**src/rtl/multi_input_conditioner.sv**
```systemverilog
// Per-channel synchroniser, debouncer and edge detector for asynchronous pins.
// Outputs are registered; anyedge is the OR of this cycle's edge pulses.
module multi_input_conditioner #(
    parameter int CHANNELS    = 4,
    parameter int SYNC_STAGES = 2,
    parameter int WAIT_TIME   = 3,
    parameter int RESET_LEVEL = 0
) (
    input  logic                clk,
    input  logic                reset,
    input  logic [CHANNELS-1:0] noisysignal,
    output logic [CHANNELS-1:0] conditioned,
    output logic [CHANNELS-1:0] positiveedge,
    output logic [CHANNELS-1:0] negativeedge,
    output logic                anyedge
);

    localparam int            CW       = $clog2(WAIT_TIME + 1);
    localparam logic [CW-1:0] CNT_LAST = CW'(WAIT_TIME - 1);
    localparam logic          RST_BIT  = (RESET_LEVEL != 0);

    logic [CHANNELS-1:0] pos_next;
    logic [CHANNELS-1:0] neg_next;

    generate
        for (genvar gi = 0; gi < CHANNELS; gi++) begin : g_chan
            logic [SYNC_STAGES-1:0] sync_reg;
            logic [CW-1:0]          cnt_reg;
            logic [CW-1:0]          cnt_next;
            logic                   cond_reg;
            logic                   cond_next;
            logic                   pos_reg;
            logic                   neg_reg;
            logic                   pos_n;
            logic                   neg_n;
            logic                   synced;

            // Only sync_reg[0] ever samples the raw pin.
            assign synced = sync_reg[SYNC_STAGES-1];

            always_ff @(posedge clk) begin
                if (reset) begin
                    sync_reg <= {SYNC_STAGES{RST_BIT}};
                end else begin
                    sync_reg <= {sync_reg[SYNC_STAGES-2:0], noisysignal[gi]};
                end
            end

            // A mismatch must persist WAIT_TIME consecutive cycles; any match restarts the count.
            always_comb begin
                cnt_next  = '0;
                cond_next = cond_reg;
                pos_n     = 1'b0;
                neg_n     = 1'b0;
                if (synced != cond_reg) begin
                    if (cnt_reg == CNT_LAST) begin
                        cond_next = synced;
                        pos_n     = synced;
                        neg_n     = ~synced;
                    end else begin
                        cnt_next = cnt_reg + 1'b1;
                    end
                end
            end

            always_ff @(posedge clk) begin
                if (reset) begin
                    cnt_reg  <= '0;
                    cond_reg <= RST_BIT;
                    pos_reg  <= 1'b0;
                    neg_reg  <= 1'b0;
                end else begin
                    cnt_reg  <= cnt_next;
                    cond_reg <= cond_next;
                    pos_reg  <= pos_n;
                    neg_reg  <= neg_n;
                end
            end

            assign pos_next[gi]     = pos_n;
            assign neg_next[gi]     = neg_n;
            assign conditioned[gi]  = cond_reg;
            assign positiveedge[gi] = pos_reg;
            assign negativeedge[gi] = neg_reg;
        end
    endgenerate

    always_ff @(posedge clk) begin
        if (reset) begin
            anyedge <= 1'b0;
        end else begin
            anyedge <= |(pos_next | neg_next);
        end
    end

endmodule

```
**config.mk**
```make
export PLATFORM = sky130hd
export DESIGN_NAME = multi_input_conditioner
export DESIGN_NICKNAME = d
export VERILOG_FILES = /design/src/rtl/multi_input_conditioner.sv
export SDC_FILE = /design/constraint.sdc
export NUM_CORES = 1
export LEC_CHECK = 0
export ABC_AREA = 1
export BUFFER_PORTS_ARGS = -buffer_cell sky130_fd_sc_hd__buf_4
export CORE_UTILIZATION = 50
export CTS_CLUSTER_DIAMETER = 200
export DETAILED_ROUTE_END_ITERATION = 10
export GPL_TIMING_DRIVEN = 0
export PLACE_DENSITY = 0.71
export SYNTH_ARGS = -nofsm -noshare
export SYNTH_HDL_FRONTEND = slang
export SYNTH_SLANG_ARGS = --single-unit
```
**constraint.sdc**
```tcl
create_clock -name clk -period 1.15 [get_ports clk]
set_input_delay 0.1725 -clock clk [delete_from_list [all_inputs] [get_ports clk]]
set_output_delay 0.1725 -clock clk [all_outputs]
set_load 0.005 [all_outputs]
```
# Word-level counts from Yosys, hierarchy flattened
# Index checks and enable logic that the tools add are counted.
[word_totals]
reg_bits = 29
input_bits = 6
output_inout_bits = 13
[classes]
eq_ne = 8
add_sub_neg = 4
n_reduce_logical = 9
mux = 16
bitwise_logic = 9
[op_table]
columns = ["op", "n"]
rows = [
  ["1-bit 2-to-1 mux", 16],
  ["3-bit OR reduction", 4],
  ["2-bit by 1-bit adder with 2-bit output (second input constant)", 4],
  ["2-bit == test (second input constant)", 4],
  ["1-bit inverter", 8],
  ["2-bit AND reduction", 4],
  ["1-bit inequality test", 4],
  ["4-bit bitwise OR", 1],
  ["4-bit OR reduction", 1],
]

# Logic depth before layout (Yosys ltp)
# Gate-level depths: netlist (run 1).
[logic_depth]
word_depth = 5
ltp_mapped = 6
mapped_depth_nobuf = 6

# Worst setup path after synthesis (run 1)
# No wires, ideal clock.
[synth_path]
path_type = "register -> register"
start = "register g_chan[3].cnt_reg[0]"
end = "register anyedge"
slack_ps = 178
n_path_buf = 0
path_stages_with_launch = 7
arrival_ps = 855
t_required_ps = 1033
path_cell_list = "dfxtp_1 -> inv_1 -> ha_1 -> nand3_1 -> nand2_1 -> nor2_1 -> a21oi_1"
[synth_via]
elab_chain_cells = 5
elab_cells_between_ends = 7
cone_classes = "1 x eq/ne; 4 x mux; 1 x bitwise; 1 x reduce/logical"
[synth_lines]
columns = ["item", "line_no", "rtl"]
rows = [
  ["start: declaration", "28", "logic [CW-1:0] cnt_reg;"],
  ["start signal: assignment", "73", "cnt_reg <= cnt_next;"],
  ["2-bit == test (*)", "56", "if (cnt_reg == CNT_LAST) begin"],
  ["1-bit 2-to-1 mux", "56", ""],
  ["1-bit 2-to-1 mux", "55", "if (synced != cond_reg) begin"],
  ["4-bit bitwise OR (*)", "92", "anyedge <= |(pos_next | neg_next);"],
  ["4-bit OR reduction (*)", "92", ""],
  ["end signal: assignment", "92", ""],
  ["end: declaration", "15", "output logic anyedge"],
]
# Mark *: on every way between the ends. The rest lies on a longest branch, timed or not.
# A chain may end at the register's enable or synchronous reset.

# Worst setup path in the final report (run 1)
[layout_path]
start = "register g_chan[0].cond_reg"
end = "output port conditioned[0]"
[layout_rtl]
columns = ["item", "line_no", "rtl"]
rows = [
  ["start: declaration", "30", "logic cond_reg;"],
  ["start signal: assignment", "74", "cond_reg <= cond_next;"],
  ["end: declaration", "12", "output logic [CHANNELS-1:0] conditioned,"],
]
# No word-level cell between the ends.

==> out/results.txt, run 1 <==
Area Overhead vs Synth -> 21.52%
# hold bufs at CTS -> 0
Most frequent cell after synthesis -> nor2_1
Grt ovf -> 0
All-Layer GR Usage -> 16.29%
Core ar. -> 2042 sq um
TritonRoute pass-1 iters -> 4
Avg Cell Area, Syn -> 8.502 sq um
Crit path setup slack, layout -> 0.05875 ns
Via count -> 836
Register clock-pin slew on the reported worst setup and hold paths -> 0.09 ns
First-pass GRT wire length -> 2.863 mm
IO Count -> 19
Finished Layout Cells -> 186
Final Setup Violations -> 0
Initial antenna violation count -> 0
Clock power share -> 33.9%
Worst path max stage delay -> 0.35 ns
Clk sink count -> 29
Synth Instances -> 132
Share of cells above drive strength 1 -> 28.93%
Synth unique cells -> 14
Initial core utilization -> 54.96%
Worst endpoint required time -> 0.98 ns
Cell Area, Synth -> 1122 sq um
Diodes inserted -> 0
Period Utilization, post-route -> 94.89%
Crit path DAT -> 0.92 ns
Psw -> 374.6 uW
CP Cell Sequence -> buf_4 -> buf_4
Setup Total Neg Slack -> 0 ns
Nature of the critical path startpoint -> flip-flop
Most used cell along the critical path -> buf_4
H-tree depth -> 2
RePlAce Congestion -> 0.7669
Vias per cell -> 4.495
Worst Path Max Fanout -> 5
Post-synth top area cell -> dfxtp_1
Die Ht -> 49.38 microns
Warnings, synthesis -> 0
Die width -> 49.38 microns
Flop and latch count out of synthesis -> 29
Die area -> 2438 sq um
Post-synthesis sequential area ratio -> 51.73%
Area of the multi-input gates -> 357.8 sq um
Fmax -> 916.4 MHz
Clock buffer count from CTS -> 5
Top_reg_cell synth -> dfxtp_1
Port bufs -> 18
Place WS -> 0.08452 ns
Peak VDD IR -> 0.001042 V
Post-layout nets -> 171
Power Density -> 1215 nW/um^2
Pin count of the biggest net entering global routing -> 11
Hold Fails Final Rpt -> 0
Pint -> 1282 uW
Slew headroom -> 84.81%
Switching Share -> 22.61%
Highest-delay cell along the critical path -> dfxtp_2
Clock buffer depth -> 2
Final ANT Viol Nets -> 0
Crit. End Element -> output port
WL per Instance -> 8.952 microns
Final worst path period need -> 1.091 ns
Top post-synthesis cells by area -> dfxtp_1 52%, nor2_1 12%, buf_4 8.0%, ha_1 7.8%, inv_1 7.4%
Post-synth top area share -> 51.73%
Number of synthesized flops with an enable pin -> 0
HPWL Detailed -> 1.275 mm
Max-cap viol count -> 0
Vias in the first global route -> 746
Clk_lat worst skew -> 0.32 ns
Crit path kind -> flip-flop to output port
Async SR Flop Fraction -> 0%
Commonest cells in the netlist -> 35 x nor2_1, 29 x dfxtp_1, 22 x inv_1, 12 x buf_4, 8 x nand3_1
Outcome -> finished clean
Combinational power share -> 3.9%
# fillers -> 189
Reg area -> 589.3 sq um
Post-Syn Nets -> 145
Placed cells -> 177
FP Rows -> 16
RSZ-0062 raised after global routing -> false
Min-delay worst type -> primary input to flip-flop
Seq pwr share -> 62.1%
Root Driver -> clkbuf_4
Clk_skew -> 0.006029 ns
Leak -> 0.0006791 uW
Drt drc -> 0
Initial DRC count -> 11
CTS tree -> built
Least-Margin Pin Slew -> 0.2255 ns
Slew Limit Fails -> 0
Final WL -> 1.665 mm
-- power groups by stage --
stage                     combinational, uW  clock, uW  sequential (uW)
after floorplan                        40.7          0             1050
after global placement                 63.4          0             1050
after detailed placement               66.1          0             1060
after CTS                              66.2        597             1030
after global routing                   75.6        650             1030
final                                  65.1        562             1030
-- worst max-delay path: cells and delay by family (launching register included) --
| kind | cells | cell delay, ns |
|---|---|---|
| buf+inv | 2 | 0.25 |
| flops | 1 | 0.35 |
-- layer usage --
layer | vias to the layer above | track usage (%) | wire length, microns
met5 | - | 0 | 0
met2 | 18 | 26.03 | 814
met1 | 368 | 16.80 | 709
li1 | 445 | - | -
met4 | 0 | 10.00 | 46
met3 | 5 | 8.411 | 95
-- kinds of logic after synthesis --
group / synth area share, %
adders and majority gates: 7.803
xor gates and xnor gates: 1.561
and+or+nand+nor: 17.62
buffers and inverters: 16.83
AOI/OAI and AO/OA: 4.459
DFF: 51.73
-- timing repair --
| item | 4_1_cts | 5_1_grt |
|---|---|---|
| endpoints found under the setup margin | 1 | 5 |
| resized for setup | 1 | 6 |
| buffers inserted | 0 | 1 |
-- cell type report --
cell class	count	share of cell area, %
Clock inverter	2	0.7339
Sequential cell	29	43.21
Tap cell	27	2.477
Timing Repair Buffer	19	10.46
Clock buffer	6	3.028
Multi-Input combinational cell	67	26.24
Buffer	14	7.798
Inverter	22	6.055
-- final timing paths --
kind / depth (start not counted) / startpoint / slack, ns / endpoint
worst max-delay path: 2 / g_chan[0].cond_reg / 0.06 / conditioned[0]
worst min-delay path: 3 / noisysignal[2] / 0.05 / g_chan[2].sync_reg[0]
worst max register to register: 6 / g_chan[1].cnt_reg[0] / 0.10 / anyedge
worst min register to register: 1 / g_chan[3].cnt_reg[0] / 0.40 / g_chan[3].cnt_reg[0]
-- layout by cell type (no fill, tap or decap), types with 3 or more instances in the layout --
cell type,instances
dfxtp_1,24
nand2_1,5
nor2_1,35
clkbuf_4,5
buf_4,31
dfxtp_2,4
o21ai_0,4
nand3_1,7
ha_1,7
a21oi_1,3
inv_1,22
-- metrics by stage --
stage | cell area, sq um | hold WS, ns | power (uW) | util [%]
floorplan | 1122 | 0.2795 | 1094 | -
global placement | 1291 | 0.3717 | 1118 | 63.24
detailed placement | 1291 | 0.3804 | 1121 | 63.24
CTS | 1344 | 0.03219 | 1695 | 65.81
global route | 1364 | 0.03265 | 1758 | 66.79
finish | 1364 | 0.04723 | 1656 | 66.79
(Power assumes the default switching activity.)
==> run 2: changes to the inputs <==
--- a/config.mk
+++ b/config.mk
@@ -6,12 +6,12 @@
 export NUM_CORES = 1
 export LEC_CHECK = 0
 export ABC_AREA = 1
-export BUFFER_PORTS_ARGS = -buffer_cell sky130_fd_sc_hd__buf_4
 export CORE_UTILIZATION = 50
 export CTS_CLUSTER_DIAMETER = 200
 export DETAILED_ROUTE_END_ITERATION = 10
+export DONT_BUFFER_PORTS = 1
 export GPL_TIMING_DRIVEN = 0
-export PLACE_DENSITY = 0.71
+export PLACE_DENSITY = 0.64
 export SYNTH_ARGS = -nofsm -noshare
 export SYNTH_HDL_FRONTEND = slang
 export SYNTH_SLANG_ARGS = --single-unit
==> run 2 against run 1 <==
Flip-flop and latch count unchanged. Core utilization down 4.6 points. Sequential power about the same. Worst hold slack worse by 0.019 ns.
==> out/results.txt, run 2 (synthesis gave the netlist of run 1 again) <==
Outcome -> finished clean
Diodes inserted -> 0
Clock buffer count from CTS -> 5
Max-cap viol count -> 0
Setup Total Neg Slack -> 0 ns
Hold Fails Final Rpt -> 0
Die Ht -> 49.38 microns
Root Driver -> clkbuf_4
IO Count -> 19
Register clock-pin slew on the reported worst setup and hold paths -> 0.09 ns
Slew Limit Fails -> 0
All-Layer GR Usage -> 16.70%
Slew headroom -> 83.44%
Grt ovf -> 0
Worst Path Max Fanout -> 3
Drt drc -> 0
Worst endpoint required time -> 1.36 ns
Die width -> 49.38 microns
Commonest non-fill, non-tap cell in the layout -> nor2_1
Clk sink count -> 29
Die area -> 2438 sq um
Vias in the first global route -> 711
Min-delay worst type -> primary input to flip-flop
R2R Path Start -> g_chan[0].cnt_reg[0]
H-tree depth -> 2
Initial antenna violation count -> 0
First-pass GRT wire length -> 2.877 mm
CP Launch Point -> g_chan[0].cnt_reg[0]
Final Setup Violations -> 0
Core ar. -> 2042 sq um
Final ANT Viol Nets -> 0
Post-layout nets -> 156
Least-Margin Pin Slew -> 0.2459 ns
Final WL -> 1.634 mm
Crit path DAT -> 1.29 ns
Clk_skew -> 0.01019 ns
Initial DRC count -> 14
Crit path kind -> flip-flop to flip-flop
Post-layout util -> 62.19%
RePlAce Congestion -> 0.7698
Initial core utilization -> 54.96%
Clk_lat worst skew -> 0.32 ns
Final worst path period need -> 1.074 ns
Worst path max stage delay -> 0.34 ns
Crit. End Element -> flip-flop
Share of cells above drive strength 1 -> 16.67%
Fmax -> 931.2 MHz
FP Rows -> 16
CP Cell Sequence -> inv_1 -> ha_1 -> nand3_1 -> nand2_1 -> nor2_1 -> a21oi_1
Pin count of the biggest net entering global routing -> 11
Worst Min Path Start -> reset
Area Overhead vs Synth -> 13.16%
Vias per cell -> 4.503
RSZ-0062 raised after global routing -> false
Period Utilization, post-route -> 93.39%
Via count -> 770
WL per Instance -> 9.556 microns
# fillers -> 203
CTS tree -> built
Highest-delay cell along the critical path -> dfxtp_1
Peak VDD IR -> 0.001045 V
Leak -> 0.0006010 uW
Commonest non-fill, non-tap cells in the layout -> 35 x nor2_1, 28 x dfxtp_1, 22 x inv_1, 12 x buf_4, 8 x nand3_1
HPWL Detailed -> 1.143 mm
TritonRoute pass-1 iters -> 4
Nature of the critical path startpoint -> flip-flop
Power Density -> 1407 nW/um^2
Port bufs -> 0
Clock buffer depth -> 2
run 2: per-layer routing:
| layer | global-route usage (%) | share of wire (%) | wire length (microns) |
|---|---|---|---|
| met3 | 8.723 | 5.1 | 83 |
| met2 | 25.34 | 45 | 743 |
| met1 | 17.83 | 48 | 779 |
| met4 | 11.43 | 1.7 | 28 |
| met5 | 0 | 0 | 0 |
run 2: final timing paths:
kind	slack [ns]	cells after the start	to
min reg2reg	0.40	1	g_chan[2].cnt_reg[0]
min	0.03	3	g_chan[2].cnt_reg[0]
max reg2reg	0.08	6	anyedge
max	0.08	6	anyedge
run 2: repair_timing:
action,4_1_cts,5_1_grt
hold buffers,4,0
hold endpoints to repair,4,0
setup buffers,0,0
endpoints found under the setup margin,0,1
gates resized for setup,0,2
run 2: metrics by stage:
step	instance area [sq um]	std cells	worst slack (ns)	hold slack, ns	total power (uW)
final	1270	171	0.07606	0.02851	1787
after global routing	1270	171	0.001272	0.02369	1873
after CTS	1266	171	0.07013	0.01744	1813
after detailed placement	1156	159	0.09077	0.2825	1104
after global placement	1156	159	0.09209	0.2807	1101
after floorplan	1122	132	0.1780	0.2795	1094
run 2: where the power goes:
group / total (uW) / switching (uW) / internal [uW]
Combinational: 59.7 / 31.7 / 27.9
Clock: 695 / 342 / 354
Sequential: 1030 / 9.79 / 1020
run 2: worst max-delay path: cells and delay by family, from the launching register on:
| kind | cells | cell delay (ns) |
|---|---|---|
| DFF | 1 | 0.34 |
| and+or+nand+nor | 3 | 0.27 |
| adders and majority gates | 1 | 0.22 |
| AOI/OAI and AO/OA | 1 | 0.08 |
| buffers and inverters | 1 | 0.06 |
run 2: final cells by class:
| cell class | count | area [sq um] | share of cell area, % |
|---|---|---|---|
| Clock buffer | 7 | 65.06 | 5.123 |
| Buffer | 14 | 106.4 | 8.374 |
| Timing Repair Buffer | 4 | 40.04 | 3.153 |
| Clock inverter | 1 | 5.005 | 0.3941 |
| Inverter | 22 | 82.58 | 6.502 |
| Tap cell | 27 | 33.78 | 2.660 |
| Sequential cell | 29 | 581.8 | 45.81 |
| Multi-Input combinational cell | 67 | 355.3 | 27.98 |
